[src/rtl/mem_port_arbiter_pkg.sv]
// +----------------------------------------------------------------------+
// | mem_port_arbiter_pkg : shared state and access-size encodings        |
// | Rev 1.0                                                              |
// +----------------------------------------------------------------------+
`default_nettype none

package mem_port_arbiter_pkg;

  typedef enum logic [1:0] {
    ST_IDLE  = 2'd0,
    ST_IBUSY = 2'd1,
    ST_DBUSY = 2'd2,
    ST_RESP  = 2'd3
  } arb_state_t;

  localparam logic [1:0] c_SIZE_BYTE = 2'b00;
  localparam logic [1:0] c_SIZE_HALF = 2'b01;
  localparam logic [1:0] c_SIZE_WORD = 2'b10;

endpackage

`default_nettype wire

[src/rtl/mem_arb_starve_ctr.sv]
// +----------------------------------------------------------------------+
// | mem_arb_starve_ctr : counts DM grants while IF waits; forces IF      |
// | Rev 1.0                                                              |
// +----------------------------------------------------------------------+
`default_nettype none

module mem_arb_starve_ctr
  import mem_port_arbiter_pkg::*;
#(
  parameter int StarveLimit = 4,
  parameter int CntWidth    = 3
) (
  input  logic clk,
  input  logic reset,
  input  logic if_req,
  input  logic dm_grant,
  input  logic if_grant,
  output logic force_if
);

  localparam logic [CntWidth-1:0] c_LIMIT = CntWidth'(StarveLimit);

  logic [CntWidth-1:0] r_cnt;

  // An idle fetch port means nobody is being starved, so the count restarts.
  always_ff @(posedge clk or negedge reset) begin
    if (!reset) begin
      r_cnt <= '0;
    end else if (if_grant || !if_req) begin
      r_cnt <= '0;
    end else if (dm_grant && (r_cnt < c_LIMIT)) begin
      r_cnt <= r_cnt + 1'b1;
    end
  end

  assign force_if = (r_cnt >= c_LIMIT);

endmodule

`default_nettype wire

[src/rtl/mem_port_arbiter.sv]
// +----------------------------------------------------------------------+
// | mem_port_arbiter : shares one memory port between fetch and data     |
// | Rev 1.0                                                              |
// +----------------------------------------------------------------------+
`default_nettype none

module mem_port_arbiter
  import mem_port_arbiter_pkg::*;
#(
  parameter int StarveLimit = 4,
  parameter int CntWidth    = 3
) (
  input  logic        clk,
  input  logic        reset,
  input  logic        if_req,
  input  logic [31:0] if_addr,
  input  logic        if_flush,
  output logic [31:0] if_rdata,
  output logic        if_valid,
  output logic        if_stall,
  input  logic        dm_req,
  input  logic        dm_we,
  input  logic [1:0]  dm_size,
  input  logic [31:0] dm_addr,
  input  logic [31:0] dm_wdata,
  output logic [31:0] dm_rdata,
  output logic        dm_valid,
  output logic        dm_stall,
  output logic        mem_req,
  output logic        mem_we,
  output logic [1:0]  mem_size,
  output logic [31:0] mem_addr,
  output logic [31:0] mem_wdata,
  input  logic        mem_ack,
  input  logic [31:0] mem_rdata
);

  arb_state_t  r_state;
  logic        r_mem_req;
  logic        r_mem_we;
  logic [1:0]  r_mem_size;
  logic [31:0] r_mem_addr;
  logic [31:0] r_mem_wdata;
  logic [31:0] r_rdata;
  logic        r_if_valid;
  logic        r_dm_valid;
  logic        r_drop;

  logic w_force_if;
  logic w_grant_dm;
  logic w_grant_if;

  assign w_grant_dm = (r_state == ST_IDLE) && dm_req && (!w_force_if || !if_req);
  assign w_grant_if = (r_state == ST_IDLE) && !w_grant_dm && if_req && !if_flush;

  mem_arb_starve_ctr #(
    .StarveLimit (StarveLimit),
    .CntWidth    (CntWidth)
  ) u_starve (
    .clk      (clk),
    .reset    (reset),
    .if_req   (if_req),
    .dm_grant (w_grant_dm),
    .if_grant (w_grant_if),
    .force_if (w_force_if)
  );

  always_ff @(posedge clk or negedge reset) begin
    if (!reset) begin
      r_state     <= ST_IDLE;
      r_mem_req   <= 1'b0;
      r_mem_we    <= 1'b0;
      r_mem_size  <= 2'b00;
      r_mem_addr  <= '0;
      r_mem_wdata <= '0;
      r_rdata     <= '0;
      r_if_valid  <= 1'b0;
      r_dm_valid  <= 1'b0;
      r_drop      <= 1'b0;
    end else begin
      unique case (r_state)
        ST_IDLE: begin
          if (w_grant_dm) begin
            r_mem_we    <= dm_we;
            r_mem_size  <= dm_size;
            r_mem_addr  <= dm_addr;
            r_mem_wdata <= dm_wdata;
            r_mem_req   <= 1'b1;
            r_state     <= ST_DBUSY;
          end else if (w_grant_if) begin
            r_mem_we    <= 1'b0;
            r_mem_size  <= c_SIZE_WORD;
            r_mem_addr  <= if_addr;
            r_mem_wdata <= '0;
            r_mem_req   <= 1'b1;
            r_drop      <= 1'b0;
            r_state     <= ST_IBUSY;
          end
        end
        ST_IBUSY, ST_DBUSY: begin
          if ((r_state == ST_IBUSY) && if_flush) begin
            r_drop <= 1'b1;
          end
          if (mem_ack) begin
            r_rdata   <= mem_rdata;
            r_mem_req <= 1'b0;
            r_state   <= ST_RESP;
            // A redirect seen on the ack cycle itself must also kill the fetch.
            if (r_state == ST_IBUSY) begin
              r_if_valid <= !(r_drop || if_flush);
            end else begin
              r_dm_valid <= 1'b1;
            end
          end
        end
        ST_RESP: begin
          r_if_valid <= 1'b0;
          r_dm_valid <= 1'b0;
          r_drop     <= 1'b0;
          r_state    <= ST_IDLE;
        end
        default: begin
          r_state <= ST_IDLE;
        end
      endcase
    end
  end

  assign mem_req   = r_mem_req;
  assign mem_we    = r_mem_we;
  assign mem_size  = r_mem_size;
  assign mem_addr  = r_mem_addr;
  assign mem_wdata = r_mem_wdata;

  // A redirect landing on the response cycle still suppresses the fetch.
  assign if_valid = r_if_valid && !if_flush;
  assign dm_valid = r_dm_valid;
  assign if_rdata = r_rdata;
  assign dm_rdata = r_rdata;

  assign if_stall = if_req && !if_valid;
  assign dm_stall = dm_req && !dm_valid;

endmodule

`default_nettype wire

[config.mk]
export PLATFORM = sky130hd
export DESIGN_NAME = mem_port_arbiter
export DESIGN_NICKNAME = d
export VERILOG_FILES = /design/src/rtl/mem_port_arbiter_pkg.sv /design/src/rtl/mem_arb_starve_ctr.sv /design/src/rtl/mem_port_arbiter.sv
export SDC_FILE = /design/constraint.sdc
export NUM_CORES = 1
export LEC_CHECK = 0
export BUFFER_PORTS_ARGS = -buffer_cell sky130_fd_sc_hd__buf_4
export CORE_UTILIZATION = 40
export DETAILED_ROUTE_END_ITERATION = 10
export GPL_ROUTABILITY_DRIVEN = 0
export PLACE_DENSITY = 0.76
export SLEW_MARGIN = 5
export SYNTH_ARGS = -nofsm -noshare
export SYNTH_HDL_FRONTEND = slang
export SYNTH_HIERARCHICAL = 1
export SYNTH_SLANG_ARGS = --single-unit
[constraint.sdc]
create_clock -name clk -period 5.4 [get_ports clk]
set_clock_uncertainty 0.1 [all_clocks]
set_input_delay 0.27 -clock clk [delete_from_list [all_inputs] [get_ports clk]]
set_output_delay 0.27 -clock clk [all_outputs]
set_load 0.05 [all_outputs]
==> impl_metrics.yaml <==
synth:
  synth_top_cell_by_area: "dfrtp_1"
  synthAdderAreaFrac_pct: 1.82
  synth_top_area_share_pct: 56.1
  synth-compound-area-share_pct: 11.9
  ys_seq_area_share_pct: 56.1
  syn_area_sq_um: 4820
  synthXorXnorAreaFrac_pct: 0.182
  synth_top_family_by_area: "multiplexers"
  avgSynthCellArea_sq_um: 12.4
  synthMuxAreaShare_pct: 14.8
  synthFlopType: "dfrtp_1"
  yosys.area_share.simple_pct: 5.87
  synth.area.top_cells: "dfrtp_1, mux2_2, mux2i_1, a22o_1, buf_4"
  synth_cell_types: 32
  syn_nets: 534
  synthCells: 390
  ys_ff_latch: 108
  synth_async_sr_flop_share_pct: 100
  yosysWarnings: 6
  synth_edf_count: 0
sta:
  tightest_slew_ns: 1.04
  rsz0062_at_grt: "false"
  hold_viol_final: 0
  fin_setup_tns_ns: 0
  drv_slew: 0
  finalCritPeriodShare_pct: 45.1
  period_needed_ns: 2.43
  max_freq_ghz: 0.411
  slew-limit-headroom_pct: 30.6
  setup_viol: 0
die:
  coreArea_sq_um: 11600
  die_h_microns: 112
  floorplan.initialDensity_pct: 41.7
  die_area_sq_um: 12500
  row_count: 39
  die_w_microns: 112
  num_io_pins: 273
cells_and_area:
  mostFrequentLayoutCells: "buf_4, dfrtp_1, nand2_1"
  areaGrowthSynthToFinish_pct: 44.4
  diodes: 0
  drive_gt1_share_pct: 52.5
  fillers: 952
  nNetsFinal: 768
  seqCellArea_sq_um: 2700
  layout_commonest_cell: "buf_4"
  multiInputGateArea_sq_um: 1670
worst_hold_path:
  hold_path_class: "input pin to flip-flop"
setup_path:
  critPathArrivalTime_ns: 2.59
  cp_max_fo: 60
  cp-start-kind: "flip-flop"
  cp-end-kind: "flip-flop"
  required_ns: 5.56
  critPathKind: "flip-flop to flip-flop"
global_routing:
  grt_use_total_pct: 19.4
  grt_antenna_before_repair: 0
  grt_pass1_vias: 3728
  grt_max_degree: 71
  grt_pass1_wl_microns: 18900
  grt-ovfl-total: 0
clocking:
  tritoncts: "yes"
  clk_latency_ns: 0.34
  h-tree-depth: 3
  clock-sinks: 108
  cts-root-buf: "clkbuf_16"
  clock_path_buffers: 2
  clk_pin_slew_ns: 0.08
  numCtsBuffers: 9
  post_cts_buffers: 0
routing:
  viasPerCell: 4.90
  drc: 21
  postRouteAntennaNets: 0
  dr.pass1.iters: 10
  wl_microns: 12000
  wl_per_cell_microns: 15.5
  drt-initial-drc-count: 174
  dr_total_vias: 3779
placed_design:
  port_buffers: 272
  dp_hpwl_microns: 9160
outcome:
  status: "finished with violations"
  violations: "design-rule violations"
job:
  cap_violations: 0
## registers in the layout, indices dropped and copies added (netlist names)
signal / count
mem_we: 1
mem_req: 1
dm_rdata: 32
r_if_valid: 1
r_drop: 1
mem_size: 2
mem_addr: 32
u_starve/r_cnt: 3
r_state: 2
mem_wdata: 32
dm_valid: 1
## cell usage after synthesis (all sizes together) (2+ instances only)
cell and instances:
o21ai 38, nand2b 2, mux2i 34, nor2 9, a31oi 2, nor2b 5, clkbuf 5, ha 7
nand2 42, a22o 34, buf 48, dfrtp 108, inv 10, mux2 33, a21oi 5
## worst max-delay path, stage by stage, from the launching register on
cell	delay, ns
dfrtp_1	0.47
a21boi_4	0.13
o21ai_4	0.83
buf_4	0.59
nand2_1	0.12
o21ai_1	0.10
## layer usage
metal  part of all wire, %  up-vias  global-route usage, %
met2                    53      186                   35.7
met5                     0        -                      0
met1                    38     1791                   21.9
li1                      -     1784                      -
met4                   2.0        0                   7.66
met3                   6.7       18                   3.81
## through the flow
step | instance area (sq um) | setup WS [ns] | hold WS [ns] | instances | utilization (%)
after floorplan | 4820 | 3.49 | -0.126 | 390 | -
after global placement | 6660 | 3.06 | 0.221 | 755 | 57.6
after detailed placement | 6660 | 2.93 | 0.232 | 755 | 57.6
after CTS | 6960 | 2.93 | 0.0338 | 772 | 60.1
after global routing | 6960 | 2.74 | 0.0398 | 772 | 60.1
final | 6960 | 2.97 | 0.0468 | 772 | 60.1
## cells by family after synthesis
family / after synthesis
simple gates: 62
buf+inv: 63
mux: 67
xor+xnor: 1
fa+ha+maj: 7
compound gates: 82
flops: 108
## layout make-up
class | instances | share of cell area, %
Clock buffer | 9 | 3.24
Sequential cell | 108 | 38.9
Clock inverter | 7 | 0.899
Timing Repair Buffer | 276 | 29.8
Inverter | 10 | 0.648
Tap cell | 143 | 2.57
Multi-Input combinational cell | 219 | 24.0
## repair_timing
item | in CTS | in global routing
hold endpoints to repair | 52 | 0
hold buffers | 1 | 0
endpoints found under the setup margin | 0 | 0
gates resized for setup | 0 | 0
## path summary, 6_finish.rpt
path	slack (ns)	endpoint	from	cells after the start
worst max-delay path	2.97	mem_addr[3]$_DFFE_PN0P_	u_starve/r_cnt[2]$_DFFE_PN0P_	5
worst min-delay path	0.05	mem_wdata[13]$_DFFE_PN0P_	dm_wdata[13]	2
worst max register to register	2.97	mem_addr[3]$_DFFE_PN0P_	u_starve/r_cnt[2]$_DFFE_PN0P_	5
worst min register to register	0.39	mem_addr[17]$_DFFE_PN0P_	mem_addr[17]$_DFFE_PN0P_	2
max in group asynchronous	3.65	dm_rdata[13]$_DFFE_PN0P_	reset	3
min in group asynchronous	0.38	mem_addr[7]$_DFFE_PN0P_	reset	2
Power is not shown: default switching activity piles up to over one toggle a cycle in this logic, so the estimate is an artifact.
